==> src/rtl/codix_mem_port_arb_if.sv <==
// Request/response/memory-side bundle for codix_mem_port_arb.
// master = requesters + memory model, slave = the arbiter.
interface codix_mem_port_arb_if #(
  parameter int NCH = 4,
  parameter int AW  = 32,
  parameter int DW  = 32
);
  logic [NCH-1:0]             req_valid;
  logic [NCH-1:0]             req_ready;
  logic [NCH-1:0]             req_we;
  logic [NCH-1:0][AW-1:0]     req_addr;
  logic [NCH-1:0][DW-1:0]     req_wdata;
  logic [NCH-1:0][DW/8-1:0]   req_be;
  logic [NCH-1:0]             resp_valid;
  logic [DW-1:0]              resp_rdata;
  logic                       mem_req;
  logic                       mem_gnt;
  logic                       mem_we;
  logic [AW-1:0]              mem_addr;
  logic [DW-1:0]              mem_wdata;
  logic [DW/8-1:0]            mem_be;
  logic                       mem_rvalid;
  logic [DW-1:0]              mem_rdata;
  logic                       err;

  modport master (
    output req_valid, req_we, req_addr, req_wdata, req_be, mem_gnt, mem_rvalid, mem_rdata,
    input  req_ready, resp_valid, resp_rdata, mem_req, mem_we, mem_addr, mem_wdata, mem_be, err
  );

  modport slave (
    input  req_valid, req_we, req_addr, req_wdata, req_be, mem_gnt, mem_rvalid, mem_rdata,
    output req_ready, resp_valid, resp_rdata, mem_req, mem_we, mem_addr, mem_wdata, mem_be, err
  );
endinterface

==> src/rtl/codix_mem_port_arb.sv <==
// NCH-channel arbiter onto one in-order memory port; read tags routed back through a FIFO.
// Define CODIX_MEM_ARB_RR_EN for round-robin arbitration, otherwise fixed priority (lowest index).
module codix_mem_port_arb #(
  parameter int NCH   = 4,
  parameter int AW    = 32,
  parameter int DW    = 32,
  parameter int DEPTH = 4
) (
  input logic               CLK,
  input logic               RST,
  codix_mem_port_arb_if.slave bus
);
  localparam int TW = $clog2(NCH);
  localparam int PW = (DEPTH > 1) ? $clog2(DEPTH) : 1;
  localparam int CW = $clog2(DEPTH + 1);
  localparam logic [CW-1:0] FULL = CW'(DEPTH);
  localparam logic [PW-1:0] PMAX = PW'(DEPTH - 1);

  logic [TW-1:0]  tag_mem [DEPTH];
  logic [PW-1:0]  wptr, rptr;
  logic [CW-1:0]  cnt;
  logic [NCH-1:0] elig;
  logic [TW-1:0]  sel;
  logic           found, xfer, push, pop;

  // Reads need a free tag slot; writes never wait on the FIFO.
  assign elig = bus.req_valid & (bus.req_we | {NCH{cnt < FULL}});

`ifdef CODIX_MEM_ARB_RR_EN
  logic [TW-1:0] rr_ptr;
  int            j;

  always_comb begin
    sel   = '0;
    found = 1'b0;
    j     = 0;
    for (int k = 0; k < NCH; k++) begin
      j = (int'(rr_ptr) + k) % NCH;
      if (!found && elig[j]) begin
        sel   = TW'(j);
        found = 1'b1;
      end
    end
  end

  // Pointer only advances on a real transfer so a stalled grant keeps its winner.
  always_ff @(posedge CLK or posedge RST)
    if (RST)       rr_ptr <= '0;
    else if (xfer) rr_ptr <= (sel == TW'(NCH - 1)) ? '0 : sel + 1'b1;
`else
  always_comb begin
    sel   = '0;
    found = 1'b0;
    for (int k = NCH - 1; k >= 0; k--) begin
      if (elig[k]) begin
        sel   = TW'(k);
        found = 1'b1;
      end
    end
  end
`endif

  assign xfer = found & bus.mem_gnt;
  assign push = xfer & ~bus.req_we[sel];
  assign pop  = bus.mem_rvalid & (cnt != '0);

  assign bus.mem_req   = found;
  assign bus.req_ready = xfer ? (NCH'(1) << sel) : '0;
  assign bus.mem_we    = found ? bus.req_we[sel]    : 1'b0;
  assign bus.mem_addr  = found ? bus.req_addr[sel]  : '0;
  assign bus.mem_wdata = found ? bus.req_wdata[sel] : '0;
  assign bus.mem_be    = found ? bus.req_be[sel]    : '0;

  always_ff @(posedge CLK)
    if (push) tag_mem[wptr] <= sel;

  always_ff @(posedge CLK or posedge RST)
    if (RST) begin
      wptr <= '0;
      rptr <= '0;
      cnt  <= '0;
    end else begin
      if (push) wptr <= (wptr == PMAX) ? '0 : wptr + 1'b1;
      if (pop)  rptr <= (rptr == PMAX) ? '0 : rptr + 1'b1;
      cnt <= cnt + CW'(push) - CW'(pop);
    end

  // Response stage: one registered slot, sustains a response every cycle.
  always_ff @(posedge CLK or posedge RST)
    if (RST) begin
      bus.resp_valid <= '0;
      bus.resp_rdata <= '0;
      bus.err        <= 1'b0;
    end else begin
      bus.resp_valid <= pop ? (NCH'(1) << tag_mem[rptr]) : '0;
      if (pop) bus.resp_rdata <= bus.mem_rdata;
      if (bus.mem_rvalid && cnt == '0) bus.err <= 1'b1;
    end
endmodule

==> src/flat_wrapper.sv <==
// flat-port wrapper written by rule: the top's interface ports become plain ports
module codix_mem_port_arb_flat 
#(
  parameter int NCH   = 4,
  parameter int AW    = 32,
  parameter int DW    = 32,
  parameter int DEPTH = 4
)
  (CLK, RST, bus_req_valid, bus_req_we, bus_req_addr, bus_req_wdata, bus_req_be, bus_mem_gnt, bus_mem_rvalid, bus_mem_rdata, bus_req_ready, bus_resp_valid, bus_resp_rdata, bus_mem_req, bus_mem_we, bus_mem_addr, bus_mem_wdata, bus_mem_be, bus_err);
  codix_mem_port_arb_if #(.NCH(NCH), .AW(AW), .DW(DW)) bus_i ();
  input logic CLK;
  input logic RST;
  input wire logic [$bits(bus_i.req_valid)-1:0] bus_req_valid;
  input wire logic [$bits(bus_i.req_we)-1:0] bus_req_we;
  input wire logic [$bits(bus_i.req_addr)-1:0] bus_req_addr;
  input wire logic [$bits(bus_i.req_wdata)-1:0] bus_req_wdata;
  input wire logic [$bits(bus_i.req_be)-1:0] bus_req_be;
  input wire logic [$bits(bus_i.mem_gnt)-1:0] bus_mem_gnt;
  input wire logic [$bits(bus_i.mem_rvalid)-1:0] bus_mem_rvalid;
  input wire logic [$bits(bus_i.mem_rdata)-1:0] bus_mem_rdata;
  output wire logic [$bits(bus_i.req_ready)-1:0] bus_req_ready;
  output wire logic [$bits(bus_i.resp_valid)-1:0] bus_resp_valid;
  output wire logic [$bits(bus_i.resp_rdata)-1:0] bus_resp_rdata;
  output wire logic [$bits(bus_i.mem_req)-1:0] bus_mem_req;
  output wire logic [$bits(bus_i.mem_we)-1:0] bus_mem_we;
  output wire logic [$bits(bus_i.mem_addr)-1:0] bus_mem_addr;
  output wire logic [$bits(bus_i.mem_wdata)-1:0] bus_mem_wdata;
  output wire logic [$bits(bus_i.mem_be)-1:0] bus_mem_be;
  output wire logic [$bits(bus_i.err)-1:0] bus_err;
  assign bus_i.req_valid = bus_req_valid;
  assign bus_i.req_we = bus_req_we;
  assign bus_i.req_addr = bus_req_addr;
  assign bus_i.req_wdata = bus_req_wdata;
  assign bus_i.req_be = bus_req_be;
  assign bus_i.mem_gnt = bus_mem_gnt;
  assign bus_i.mem_rvalid = bus_mem_rvalid;
  assign bus_i.mem_rdata = bus_mem_rdata;
  assign bus_req_ready = bus_i.req_ready;
  assign bus_resp_valid = bus_i.resp_valid;
  assign bus_resp_rdata = bus_i.resp_rdata;
  assign bus_mem_req = bus_i.mem_req;
  assign bus_mem_we = bus_i.mem_we;
  assign bus_mem_addr = bus_i.mem_addr;
  assign bus_mem_wdata = bus_i.mem_wdata;
  assign bus_mem_be = bus_i.mem_be;
  assign bus_err = bus_i.err;
  codix_mem_port_arb #(.NCH(NCH), .AW(AW), .DW(DW), .DEPTH(DEPTH)) u_core (.CLK(CLK), .RST(RST), .bus(bus_i));
endmodule
==> config.mk <==
export PLATFORM = sky130hd
export DESIGN_NAME = codix_mem_port_arb_flat
export DESIGN_NICKNAME = d
export VERILOG_FILES = /design/src/rtl/codix_mem_port_arb_if.sv /design/src/rtl/codix_mem_port_arb.sv /design/src/flat_wrapper.sv
export SDC_FILE = /design/constraint.sdc
export NUM_CORES = 1
export LEC_CHECK = 0
export CAP_MARGIN = 20
export CORE_AREA = 3 3 163 165
export CTS_BUF_LIST = sky130_fd_sc_hd__clkbuf_4
export DETAILED_ROUTE_END_ITERATION = 16
export DIE_AREA = 0 0 166 168
export GPL_TIMING_DRIVEN = 0
export PLACE_DENSITY = 0.58
export SLEW_MARGIN = 20
export SYNTH_ARGS = -nofsm -noshare
export SYNTH_HDL_FRONTEND = slang
export SYNTH_SLANG_ARGS = --single-unit
export TNS_END_PERCENT = 10
==> constraint.sdc <==
create_clock -name CLK -period 2.4 [get_ports CLK]
set_clock_uncertainty 0.1 [all_clocks]
set_input_delay 0.48 -clock CLK [delete_from_list [all_inputs] [get_ports CLK]]
set_output_delay 0.48 -clock CLK [all_outputs]
set_load 0.02 [all_outputs]
After elaboration in Yosys (flattened, before gate mapping). Memories as Yosys holds them, arrays and structs flattened. Index checks and enable logic that the tools add are counted.

$add $sub $neg: 4. Magnitude comparators: 2. Equality and inequality tests: 2. Shift operators: 2. Mux-type cells: 26. Bitwise gates (word level): 6. Reduce and logical (&&, ||, !) cells: 3.

Operator list (number): $bmux W32 S2 (2); $mux W32 (4); $mux W4 (4); $mux W2 (6); $bmux W4 S2 (1); $mux W1 (8); $shl A1 B2 Y4 const A (2); $add A2 B1 Y2 const B (2); $and A4 B4 Y4 (1); $eq A2 B2 Y1 const B (2); $or A4 B4 Y4 (1); $add A3 B1 Y3 (1); $and A1 B1 Y1 (3); $logic_not A3 Y1 (1); $lt A2 B3 Y1 const B (1); $lt A3 B3 Y1 const B (1); $reduce_bool A3 Y1 (1); $sub A3 B1 Y3 (1); $bmux W1 S2 (1); $logic_and A1 B1 Y1 (1); $not A1 Y1 (1).

Register bits: 44. Memory bits (writable): 8. Output and inout bits: 111. Memories kept: 1.

Memory list: u_core.tag_mem (depth 4, bits a word 2, read ports 1, clocked after memory_dff 0, wr ports 1, line codix_mem_port_arb.sv:19) `logic [TW-1:0] tag_mem [DEPTH];`.

Logic depth before layout (Yosys ltp). Gate-level depths: netlist (run 1).

Word-level depth: 13. Depth in mapped cells: 10. Depth with buffers taken out: 9.

Worst setup path after synthesis (run 1). Ideal clock, no wire load.

Path type: in2out. Start point: in bus_req_valid[0]. End point: out bus_mem_addr[0]. Arrival: 2.043 ns. Required time: 1.820 ns. Slack: -0.223 ns. Stages: 8. Path through: or2_1 a21oi_2 nand2_4 inv_4 buf_6 mux2_4 a222oi_1 nor2_1.

Longest elaborated chain between the ends: 5. Elaborated cells on any way between the ends: 6.

Ends and longest elaborated chain: start, declared (line flat_wrapper.sv:13) `input wire logic [$bits(bus_i.req_valid)-1:0] bus_req_valid;`; $and A4 B4 Y4 (*) (line codix_mem_port_arb.sv:27) `assign elig = bus.req_valid & (bus.req_we | {NCH{cnt < FULL}});`; $mux W2 (line codix_mem_port_arb.sv:55) `if (elig[k]) begin`; $bmux W32 S2 (line codix_mem_port_arb.sv:70) `assign bus.mem_addr = found ? bus.req_addr[sel] : '0;`; $mux W32 (implied by the code) (line codix_mem_port_arb.sv:70); $mux W32 (*) (line codix_mem_port_arb.sv:70); end, declared (line flat_wrapper.sv:26) `output wire logic [$bits(bus_i.mem_addr)-1:0] bus_mem_addr;`.

Every way passes the cells marked *; elsewhere a longest branch is shown, timed or not. The select of a mux whose other input is x is not followed.

Worst setup path in the final report (run 1).
Start point: in bus_req_valid[0]. End point: out bus_mem_wdata[0].

Longest elaborated chain between the ends: 5. Elaborated cells on any way between the ends: 6.

Ends and longest elaborated chain: $and A4 B4 Y4 (*) (line codix_mem_port_arb.sv:27); $mux W2 (line codix_mem_port_arb.sv:55); $bmux W32 S2 (line codix_mem_port_arb.sv:71) `assign bus.mem_wdata = found ? bus.req_wdata[sel] : '0;`; $mux W32 (implied by the code) (line codix_mem_port_arb.sv:71); $mux W32 (*) (line codix_mem_port_arb.sv:71); end, declared (line flat_wrapper.sv:27) `output wire logic [$bits(bus_i.mem_wdata)-1:0] bus_mem_wdata;`.

Marks and branches as above.

==> results of run 1 <==
-- sequential cells by signal, indices dropped and copies added, names as in the netlist --
name and count:
u_core.rptr 2, u_core.bus.err 1, u_core.wptr 2, u_core.cnt 3, u_core.bus.resp_valid 4, u_core.bus.resp_rdata 32
u_core.tag_mem 8
-- worst max-delay path: cells and delay by family --
| family | cells | cell delay [ns] |
|---|---|---|
| mux | 1 | 0.29 |
| compound gates | 2 | 0.86 |
| simple gates | 3 | 0.46 |
| buf+inv | 4 | 0.62 |
-- synth_stat cells (2+ instances only) --
cell / instances / area [um2]
a21o_1: 2 / 15.0
clkbuf_1: 25 / 93.8
nand3_1: 24 / 120
and2_1: 8 / 50.1
mux4_2: 2 / 45.0
a222oi_1: 56 / 561
o211ai_1: 3 / 22.5
buf_1: 2 / 7.51
buf_6: 7 / 78.8
xnor2_1: 2 / 17.5
mux2_1: 3 / 33.8
and3_1: 5 / 31.3
buf_4: 3 / 22.5
nor2_1: 58 / 218
nor3b_1: 2 / 15.0
inv_1: 9 / 33.8
nand2_1: 105 / 394
nor3_1: 3 / 15.0
mux2_4: 50 / 751
inv_2: 2 / 7.51
a22oi_1: 13 / 97.6
o21ai_0: 2 / 10.0
a31oi_1: 13 / 81.3
a21oi_2: 2 / 17.5
buf_2: 8 / 40.0
mux2_2: 5 / 56.3
ha_1: 7 / 87.6
dfrtp_1: 44 / 1100
edfxtp_1: 8 / 240
-- cells by family (layout without fill, tap and decap cells) --
| group | count (synthesis) | after routing | share of synthesized area (%) |
|---|---|---|---|
| and+or+nand+nor | 211 | 211 | 20.2 |
| AOI/OAI and AO/OA | 98 | 98 | 19.6 |
| muxes | 60 | 60 | 20.1 |
| buffers and inverters | 59 | 517 | 6.80 |
| DFF | 52 | 52 | 30.5 |
| adders and majority gates | 8 | 8 | 2.45 |
| xor gates and xnor gates | 2 | 2 | 0.398 |
| other | 0 | 6 | 0 |
-- power breakdown --
part / switching [W] / internal, W
Combinational: 0.00288 / 0.00260
Sequential: 0.000174 / 0.00118
Clock: 0.000304 / 0.000124
Total: 0.00336 / 0.00391
-- worst paths after layout --
path	cells past startpoint	slack [ns]	end	from
max	10	-0.92	bus_mem_wdata[0]	bus_req_valid[0]
min	2	0.35	u_core.bus.resp_rdata[15]$_DFFE_PP0P_	RST
max reg2reg	10	-0.65	u_core.cnt[2]$_DFF_PP0_	u_core.cnt[2]$_DFF_PP0_
min reg2reg	1	0.39	u_core.bus.err$_DFFE_PP0P_	u_core.bus.err$_DFFE_PP0P_
max in group asynchronous	3	1.37	u_core.bus.resp_rdata[12]$_DFFE_PP0P_	RST
min in group CLK	1	0.39	u_core.bus.err$_DFFE_PP0P_	u_core.bus.err$_DFFE_PP0P_
-- through the flow --
step | cells | total power [W]
finish | 1284 | 0.00727
detailed placement | 1247 | 0.00675
floorplan | 490 | 0.00411
global placement | 1246 | 0.00673
global route | 1279 | 0.00774
CTS | 1272 | 0.00726
-- layout make-up --
class	count	area, um2
Fill cell	2644	15700
Clock inverter	3	27.5
Sequential cell	52	1340
Timing Repair Buffer	451	4270
Tap cell	330	413
Inverter	13	67.6
Buffer	45	413
Antenna cell	6	15.0
Multi-Input combinational cell	379	2860
Clock buffer	5	37.5
-- repair_timing --
item | CTS | global route
setup endpoints to repair | 77 | 77
setup buffers | 16 | 7
cloned | 1 | 0
pin swaps | 52 | 27
resized for setup | 380 | 59
hold buffers | 0 | 0
-- layer usage --
layer	vias up	routed length, um
li1	2759	-
met1	2835	11300
met2	323	14600
met3	43	3600
met4	12	558
met5	-	77
==> out/results.txt, run 1 <==
#FFs+latches synth: 52
CTS sink count: 52
Slew Limit Fails: 0
Initial core utilization: 17.5%
Seq/Total Area, Yosys: 30.5%
WS Path Type: in2out
Iteration-0 DRC Markers: 536
Routed via count: 5,972
Post-synthesis async set-or-reset flop share: 84.6%
Critical Path End Type: primary output
# DRC: 0
CP Launch Type: input port
Relative slew margins: 47.2%
Met1 GRT Util: 22.7%
Num CTS Buffers: 5
Die Y: 168 um
Buffers on Ports: 426
I/O pin total: 427
Outcome: finished with violations
Drt first pass iters: 5
Synth Cell Area: 0.00440 mm2
Most frequent cells in the layout: clkdlybuf4s50_1, nand2_1, nor2_1, a222oi_1
Yosys warns: 0
Commonest non-fill, non-tap cell in the layout: clkdlybuf4s50_1
WL/cell: 23.5 um
Met3 Use GR: 9.51%
Hold_ws: 0.346 ns
CTS root buffer: clkbuf_4
CTS tree: yes
Vias/cell: 4.65
Post-route ant nets: 0
Placed Area: 0.00912 mm2
Critical path required time: 1.82 ns
Max Root-Sink Buffers: 2
Syn nets: 814
Fin area: 0.00945 mm2
Worst-Skew Late Latency: 0.37 ns
CP max FO: 7
Setup TNS: -47.59 ns
Distinct cells, synth: 46
Synthesized instance count: 490
Pin count of the biggest net entering global routing: 25
Worst-Margin Slew: 0.793 ns
Post-synth EDFFs: 8
Synthesis-to-finish area growth: 115%
Critical-path cell list: clkdlybuf4s15_2 -> or2_4 -> a21oi_4 -> nand2_4 -> clkinv_8 -> buf_12 -> mux2_4 -> a222oi_1 -> nor2_1 -> buf_4
Share of cells above drive strength 1: 24.2%
Syn_area_per_cell: 8.98 um2
Busiest grt layer: met2
Total GRT Usage: 20.0%
Dominant synthesized flop cell: dfrtp_1
Die area: 0.0279 mm2
Worst vdd ir: 0.358 mV
Final hold vios: 0
Final min period: 3.32 ns
RD Place Congestion: 0.965
HP Class: in2async
First-pass GRT wire length: 41.3 mm
HPWL Detailed: 25.6 mm
Die Span X: 166 um
Core Region: 0.0252 mm2
P_leak: 4.02 nW
Period utilization: 138%
Slowest stage delay, CP: 0.67 ns
RSZ-0062 raised after global routing: true
Cell Pwr Density: 770 mW/mm2
Final setup fails: 75
Failing checks: setup timing
CTS clk-pin slew, worst paths: 0.16 ns
Slowest CP cell: a222oi_1
Initial antenna violation count: 12
H-tree depth: 2
Grt ovf: 0
Nets: 1,271
Max_cap viols: 0
Total length of routed wires: 30.1 mm
FMAX: 302 MHz
DP Worst Slack: -1.92 ns
Number of global-route vias before repair: 6,116
Met2 Resource Use GR: 34.4%
Row cnt: 58
Fin util: 37.5%
CP arrival: 2.74 ns
Min setup slack post-route: -0.916 ns
Note: power is estimated with default switching activity, not from simulation.
==> run 2: changes to the inputs <==
--- a/config.mk
+++ b/config.mk
@@ -10,7 +10,6 @@
 export CTS_BUF_LIST = sky130_fd_sc_hd__clkbuf_4
 export DETAILED_ROUTE_END_ITERATION = 16
 export DIE_AREA = 0 0 166 168
-export GPL_TIMING_DRIVEN = 0
 export PLACE_DENSITY = 0.58
 export SLEW_MARGIN = 20
 export SYNTH_ARGS = -nofsm -noshare
==> run 2 against run 1 <==
Compared with the run above:
- the run still ends with setup timing left
- cell area is 4.7% higher
- hold slack got worse by 0.032 ns
- power increased by 6.4%
- critical path type unchanged
==> out/results.txt, run 2 (synthesis results as in run 1) <==
Iteration-0 DRC Markers: 508 (-5.2%)
P_leak: 4.30 nW (+6.9%)
CP max FO: 3 (-4)
FMAX: 305 MHz (+1.1%)
WL/cell: 21.5 um (-8.5%)
CP arrival: 2.70 ns (-0.04 ns)
Max FFs per register: 32 (unchanged)
Total GRT Usage: 18.8% (-1.2 points)
Share of cells above drive strength 1: 27.7% (+3.5 points)
Met1 GRT Util: 21.7% (-0.94 points)
Worst-Margin Slew: 0.565 ns (-0.228 ns)
Die area: 0.0279 mm2 (unchanged)
# fillers: 2,539 (-4.0%)
Core Region: 0.0252 mm2 (unchanged)
Finished Layout Cells: 1,318 (+2.6%)
CTS root buffer: clkbuf_4
Met2 Resource Use GR: 32.3% (-2.2 points)
Hold_ws: 0.315 ns (-0.0315 ns)
Top Registers: u_core.bus.resp_rdata: 32 flops, u_core.tag_mem: 8 flops, u_core.bus.resp_valid: 4 flops
Critical-path cell list: dlygate4sd2_1 -> a22o_1 -> a21oi_4 -> nand2_4 -> inv_6 -> buf_12 -> buf_4 -> buf_4 -> mux2_4 -> a222oi_1 -> nor2_1 -> clkdlybuf4s15_2
Synthesis-to-finish area growth: 125%
HPWL Detailed: 23.8 mm (-7.2%)
Outcome: finished with violations
Row cnt: 58 (unchanged)
Final setup fails: 72 (-4.0%)
Reg-to-reg critical path endpoint: u_core.cnt[2]$_DFF_PP0_
Cell Pwr Density: 783 mW/mm2 (+1.7%)
Period utilization: 137% (-1.6 points)
Post-route ant nets: 0 (unchanged)
Final min period: 3.28 ns (-0.0377 ns)
Slowest stage delay, CP: 0.30 ns (-0.37 ns)
Drt first pass iters: 9 (+4)
Relative slew margins: 62.3% (+15 points)
Worst-case reg-to-reg path depth: 10 (unchanged)
Most common cell on crit path: buf_4
First-pass GRT wire length: 39.7 mm (-3.9%)
Vias/cell: 4.57 (-1.7%)
Critical Path End Type: primary output
Slowest CP cell: a222oi_1
Top reg by flops: u_core.bus.resp_rdata
Worst-Skew Late Latency: 0.37 ns (about the same)
Slew Limit Fails: 0 (unchanged)
Met3 Use GR: 7.72% (-1.8 points)
Min setup slack post-route: -0.878 ns (+0.0377 ns)
Initial antenna violation count: 8 (-4)
Buffers on Ports: 426 (unchanged)
Fin area: 0.00989 mm2 (+4.7%)
DP Worst Slack: -1.38 ns (+0.537 ns)
HP Class: in2async
Pin count of the biggest net entering global routing: 39 (+56%)
Number of global-route vias before repair: 6,249 (+2.2%)
CTS clk-pin slew, worst paths: 0.15 ns (about the same)
I/O pin total: 427 (unchanged)
CTS tree: yes
Num CTS Buffers: 5 (unchanged)
CTS sink count: 52 (unchanged)
RSZ-0062 raised after global routing: true
WS Path Type: in2out
Commonest non-fill, non-tap cell in the layout: clkdlybuf4s50_1
Die Span X: 166 um (unchanged)
RD Place Congestion: 0.906 (-6.1%)
Most frequent cells in the layout: clkdlybuf4s50_1, nand2_1, buf_4, a222oi_1, nor2_1
Max_cap viols: 0 (unchanged)
Max Root-Sink Buffers: 2 (unchanged)
CP Launch Type: input port
# DRC: 0 (unchanged)
Failing checks: setup timing
Grt ovf: 0 (unchanged)
R2R Path Start: u_core.cnt[2]$_DFF_PP0_
Nets: 1,306 (+2.8%)
Initial core utilization: 17.5% (unchanged)
Worst vdd ir: 0.575 mV (+61%)
Setup slack, reg-to-reg: 0.03 ns (+0.68 ns)
Final hold vios: 0 (unchanged)
Total length of routed wires: 28.3 mm (-6.0%)
Critical path required time: 1.82 ns (about the same)
Routed via count: 6,025 (+0.89%)
Placed cells: 1,285 (+3.0%)
Die Y: 168 um (unchanged)
H-tree depth: 2 (unchanged)
Busiest grt layer: met2
Placed Area: 0.00968 mm2 (+6.2%)
run 2: what timing repair did:
item | 4_1_cts | 5_1_grt
setup buffers | 10 | 10
resized for setup | 258 | 30
pin swaps | 53 | 19
hold buffers | 0 | 0
cloned | 1 | 0
setup endpoints to repair | 75 | 74
endpoints found under the hold margin | 0 | 0
run 2: power by group:
| group | switching [W] | internal [W] |
|---|---|---|
| registers | 0.000184 | 0.00118 |
| logic | 0.00285 | 0.00291 |
| clock network | 0.000280 | 0.000328 |
run 2: routing by layer:
metal	up-vias	part of all wire, %
li1	2820	-
met1	2862	38
met2	306	49
met3	31	11
met4	6	1.8
met5	-	0.14
run 2: cell type report:
class | count | area, um2 | share of cell area [%]
inverters | 13 | 56.3 | 0.569
flip-flops and latches | 52 | 1340 | 13.6
multi-input cells | 379 | 2890 | 29.3
clock inverters | 3 | 68.8 | 0.696
repair buffers | 531 | 5060 | 51.2
clock buffers | 5 | 37.5 | 0.380
well taps | 330 | 413 | 4.18
diodes | 5 | 12.5 | 0.127
run 2: worst max-delay path: cells and delay by family:
family | cells | cell delay [ns]
buffers and inverters | 6 | 0.97
AOI/OAI and AO/OA | 3 | 0.69
muxes | 1 | 0.29
and+or+nand+nor | 2 | 0.24
run 2: per-stage QoR:
stage                     power (W)  utilization, %  TNS, ns
after floorplan             0.00411               -   -12.54
after global placement      0.00713            38.5   -89.07
after detailed placement    0.00716            38.5   -89.17
after CTS                   0.00768            38.8   -45.82
after global routing        0.00824            39.3   -54.49
final                       0.00774            39.3   -43.92
run 2: how the worst max path moves through the flow:
stage                       startpoint                end  slack [ns]  cells after the start
6_report                 bus_req_we[1]   bus_mem_wdata[7]       -0.88                     12
5_1_grt        u_core.cnt[2]$_DFF_PP0_  bus_mem_wdata[25]       -0.99                     11
4_1_cts        u_core.cnt[2]$_DFF_PP0_  bus_mem_wdata[25]       -0.95                     11
3_5_place_dp          bus_req_valid[0]  bus_mem_wdata[25]       -1.38                     12
3_3_place_gp          bus_req_valid[0]    bus_mem_addr[5]       -1.39                     11
2_1_floorplan         bus_req_valid[0]   bus_mem_addr[11]       -0.21                      8
==> run 3: changes to the inputs <==
--- a/config.mk
+++ b/config.mk
@@ -6,11 +6,12 @@
 export NUM_CORES = 1
 export LEC_CHECK = 0
 export CAP_MARGIN = 20
-export CORE_AREA = 3 3 163 165
+export CORE_AREA = 2 2 166 168
 export CTS_BUF_LIST = sky130_fd_sc_hd__clkbuf_4
 export DETAILED_ROUTE_END_ITERATION = 16
-export DIE_AREA = 0 0 166 168
-export PLACE_DENSITY = 0.58
+export DIE_AREA = 0 0 168 170
+export PLACE_DENSITY = 0.55
+export REMOVE_ABC_BUFFERS = 1
 export SLEW_MARGIN = 20
 export SYNTH_ARGS = -nofsm -noshare
 export SYNTH_HDL_FRONTEND = slang
==> constraint.sdc (replaced) <==
create_clock -name CLK -period 3.9 [get_ports CLK]
set_clock_uncertainty 0.1 [all_clocks]
set_input_delay 0.78 -clock CLK [delete_from_list [all_inputs] [get_ports CLK]]
set_output_delay 0.78 -clock CLK [all_outputs]
set_load 0.02 [all_outputs]
==> run 3 against run 2 <==
Compared with the run above:
- the run now ends clean
- sequential cell count is the same
- sequential share of layout area grew 0.23 points
- cell count shrank 1.1%
- hold slack gained 0.066 ns
- via count shrank 2.9%
- clock power shrank 57%
- sequential power shrank 39%
- setup slack gained 0.91 ns
- critical endpoint is now bus_mem_wdata[15]
- largest cell class unchanged
- largest power group unchanged
==> out/results.txt, run 3 (synthesis results as in run 1) <==
Outcome: finished, final reports clean
Commonest non-fill, non-tap cell in the layout: clkdlybuf4s50_1
Row cnt: 60 (+3.4%)
Synthesis-to-finish area growth: 121%
Die area: 0.0286 mm2 (+2.4%)
FMAX: 258 MHz
Critical path required time: 3.02 ns (+1.20 ns)
Busiest grt layer: met2
CP max FO: 5 (+2)
HP Class: reg2reg
WS Path Type: in2out
Die Span X: 168 um (+1.2%)
Pin count of the biggest net entering global routing: 45 (+15%)
Fin area: 0.00973 mm2 (-1.6%)
Post-route ant nets: 0 (unchanged)
First-pass GRT wire length: 37.7 mm (-4.8%)
RSZ-0062 raised after global routing: true
Core Region: 0.0267 mm2 (+5.8%)
Final hold vios: 0 (unchanged)
Grt ovf: 0 (unchanged)
Cell Pwr Density: 460 mW/mm2 (-41%)
CP Launch Type: input port
Die Y: 170 um (+1.2%)
Final min period: 3.87 ns
Initial core utilization: 16.5% (-0.96 points)
Met3 Use GR: 5.23% (-2.5 points)
CTS root buffer: clkbuf_4
Number of global-route vias before repair: 5,833 (-6.7%)
CTS Hold Buffers Added: 0 (unchanged)
CTS sink count: 52 (unchanged)
Worst-case reg-to-reg path depth: 9 (-1)
Hold_ws: 0.381 ns (+0.0664 ns)
Total power: 0.00448 W (-42%)
Setup slack, reg-to-reg: 1.55 ns (+1.52 ns)
Num CTS Buffers: 5 (unchanged)
Vias/cell: 4.49 (-1.8%)
Max_cap viols: 0 (unchanged)
CTS tree: yes
Slew Limit Fails: 0 (unchanged)
Total GRT Usage: 17.9% (-0.88 points)
Most frequent cells in the layout: clkdlybuf4s50_1, nand2_1, buf_4, nor2_1, a222oi_1
Max FFs per register: 32 (unchanged)
Fin util: 36.5% (-2.8 points)
Critical Path End Type: primary output
Worst-Skew Late Latency: 0.39 ns (+0.02 ns)
P_leak: 4.29 nW (-0.27%)
I/O pin total: 427 (unchanged)
Share of cells above drive strength 1: 19.0% (-8.7 points)
HPWL Detailed: 22.6 mm (-5.1%)
CTS clk-pin slew, worst paths: 0.16 ns (about the same)
Worst-Margin Slew: 0.783 ns (+0.218 ns)
CP arrival: 2.99 ns (+0.29 ns)
Min-Delay Path Depth: 1
Initial antenna violation count: 6 (-2)
Buffers on Ports: 426 (unchanged)
# DRC: 0 (unchanged)
Setup TNS: 0 ns (+43.92 ns)
Relative slew margins: 47.7% (-15 points)
WL/cell: 21.0 um (-2.1%)
Period utilization: 99.2%
Routed via count: 5,853 (-2.9%)
Final setup fails: 0 (-100%)
Total length of routed wires: 27.4 mm (-3.1%)
Top Registers: u_core.bus.resp_rdata: 32 flops, u_core.tag_mem: 8 flops, u_core.bus.resp_valid: 4 flops
Met2 Resource Use GR: 29.5% (-2.8 points)
Nets: 1,282 (-1.8%)
Worst vdd ir: 0.224 mV (-61%)
Top reg by flops: u_core.bus.resp_rdata
Placed Area: 0.00957 mm2 (-1.2%)
Met1 GRT Util: 22.9% (+1.2 points)
Iteration-0 DRC Markers: 576 (+13%)
Drt first pass iters: 5 (-4)
H-tree depth: 2 (unchanged)
RD Place Congestion: 0.852 (-6.0%)
Max Root-Sink Buffers: 2 (unchanged)
-- run 3: cell types whose count changed in the layout (fill, tap and decap cells not counted), moves of 3 or more --
cell | previous run | this run
buf_6 | 10 | 2
bufbuf_16 | 0 | 3
a31oi_1 | 9 | 13
and2_4 | 3 | 0
clkdlybuf4s15_1 | 5 | 0
buf_2 | 43 | 5
a31oi_2 | 3 | 0
clkdlybuf4s50_1 | 344 | 350
and2_2 | 0 | 3
buf_12 | 21 | 13
buf_4 | 99 | 71
dlygate4sd2_1 | 4 | 47
dlymetal6s2s_1 | 0 | 10
-- run 3: layout make-up --
| type | instances | area [um2] |
|---|---|---|
| Antenna cell | 4 | 10.0 |
| Clock buffer | 5 | 37.5 |
| Clock inverter | 3 | 27.5 |
| Fill cell | 2786 | 16900 |
| Inverter | 13 | 60.1 |
| Multi-Input combinational cell | 379 | 2800 |
| Sequential cell | 52 | 1340 |
| Tap cell | 341 | 427 |
| Timing Repair Buffer | 507 | 5030 |
-- run 3: power breakdown --
part	switching, W	internal, W
sequential	0.000102	0.000728
clock	0.000188	0.0000761
combinational	0.00169	0.00170
-- run 3: layer usage --
layer  vias up  share of wire (%)
li1       2773                  -
met1      2756                 42
met2       289                 47
met3        33                8.5
met4         2                2.0
met5         -              0.033
-- run 3: critical path, stage by stage --
cell and delay [ns]:
dlygate4sd2_1 0.25, a22oi_2 0.21, nand2_2 0.10, nand2_4 0.10
inv_8 0.05, bufbuf_16 0.26, buf_4 0.14, buf_4 0.14
mux2_4 0.29, a222oi_1 0.31, nor2_1 0.07, clkdlybuf4s15_2 0.27
-- run 3: timing repair --
item | CTS | global route
endpoints found under the setup margin | 68 | 31
resized for setup | 89 | 15
gates cloned | 3 | 0
pin swaps | 12 | 2
setup buffers | 2 | 0
-- run 3: worst paths after layout --
path,from,to
setup / recovery,bus_req_we[2],bus_mem_wdata[15]
hold / removal,u_core.bus.err$_DFFE_PP0P_,u_core.bus.err$_DFFE_PP0P_
setup reg to reg,u_core.cnt[2]$_DFF_PP0_,u_core.cnt[2]$_DFF_PP0_
hold reg to reg,u_core.bus.err$_DFFE_PP0P_,u_core.bus.err$_DFFE_PP0P_
max in group asynchronous,RST,u_core.bus.resp_rdata[26]$_DFFE_PP0P_
min in group asynchronous,RST,u_core.bus.resp_rdata[15]$_DFFE_PP0P_
-- run 3: per-stage QoR --
step | instances | setup slack [ns]
6_report | 1304 | 0.0311
5_1_grt | 1304 | -0.0576
4_1_cts | 1300 | 0.00249
3_5_place_dp | 1287 | -0.513
3_3_place_gp | 1287 | -0.529
2_1_floorplan | 444 | -0.241
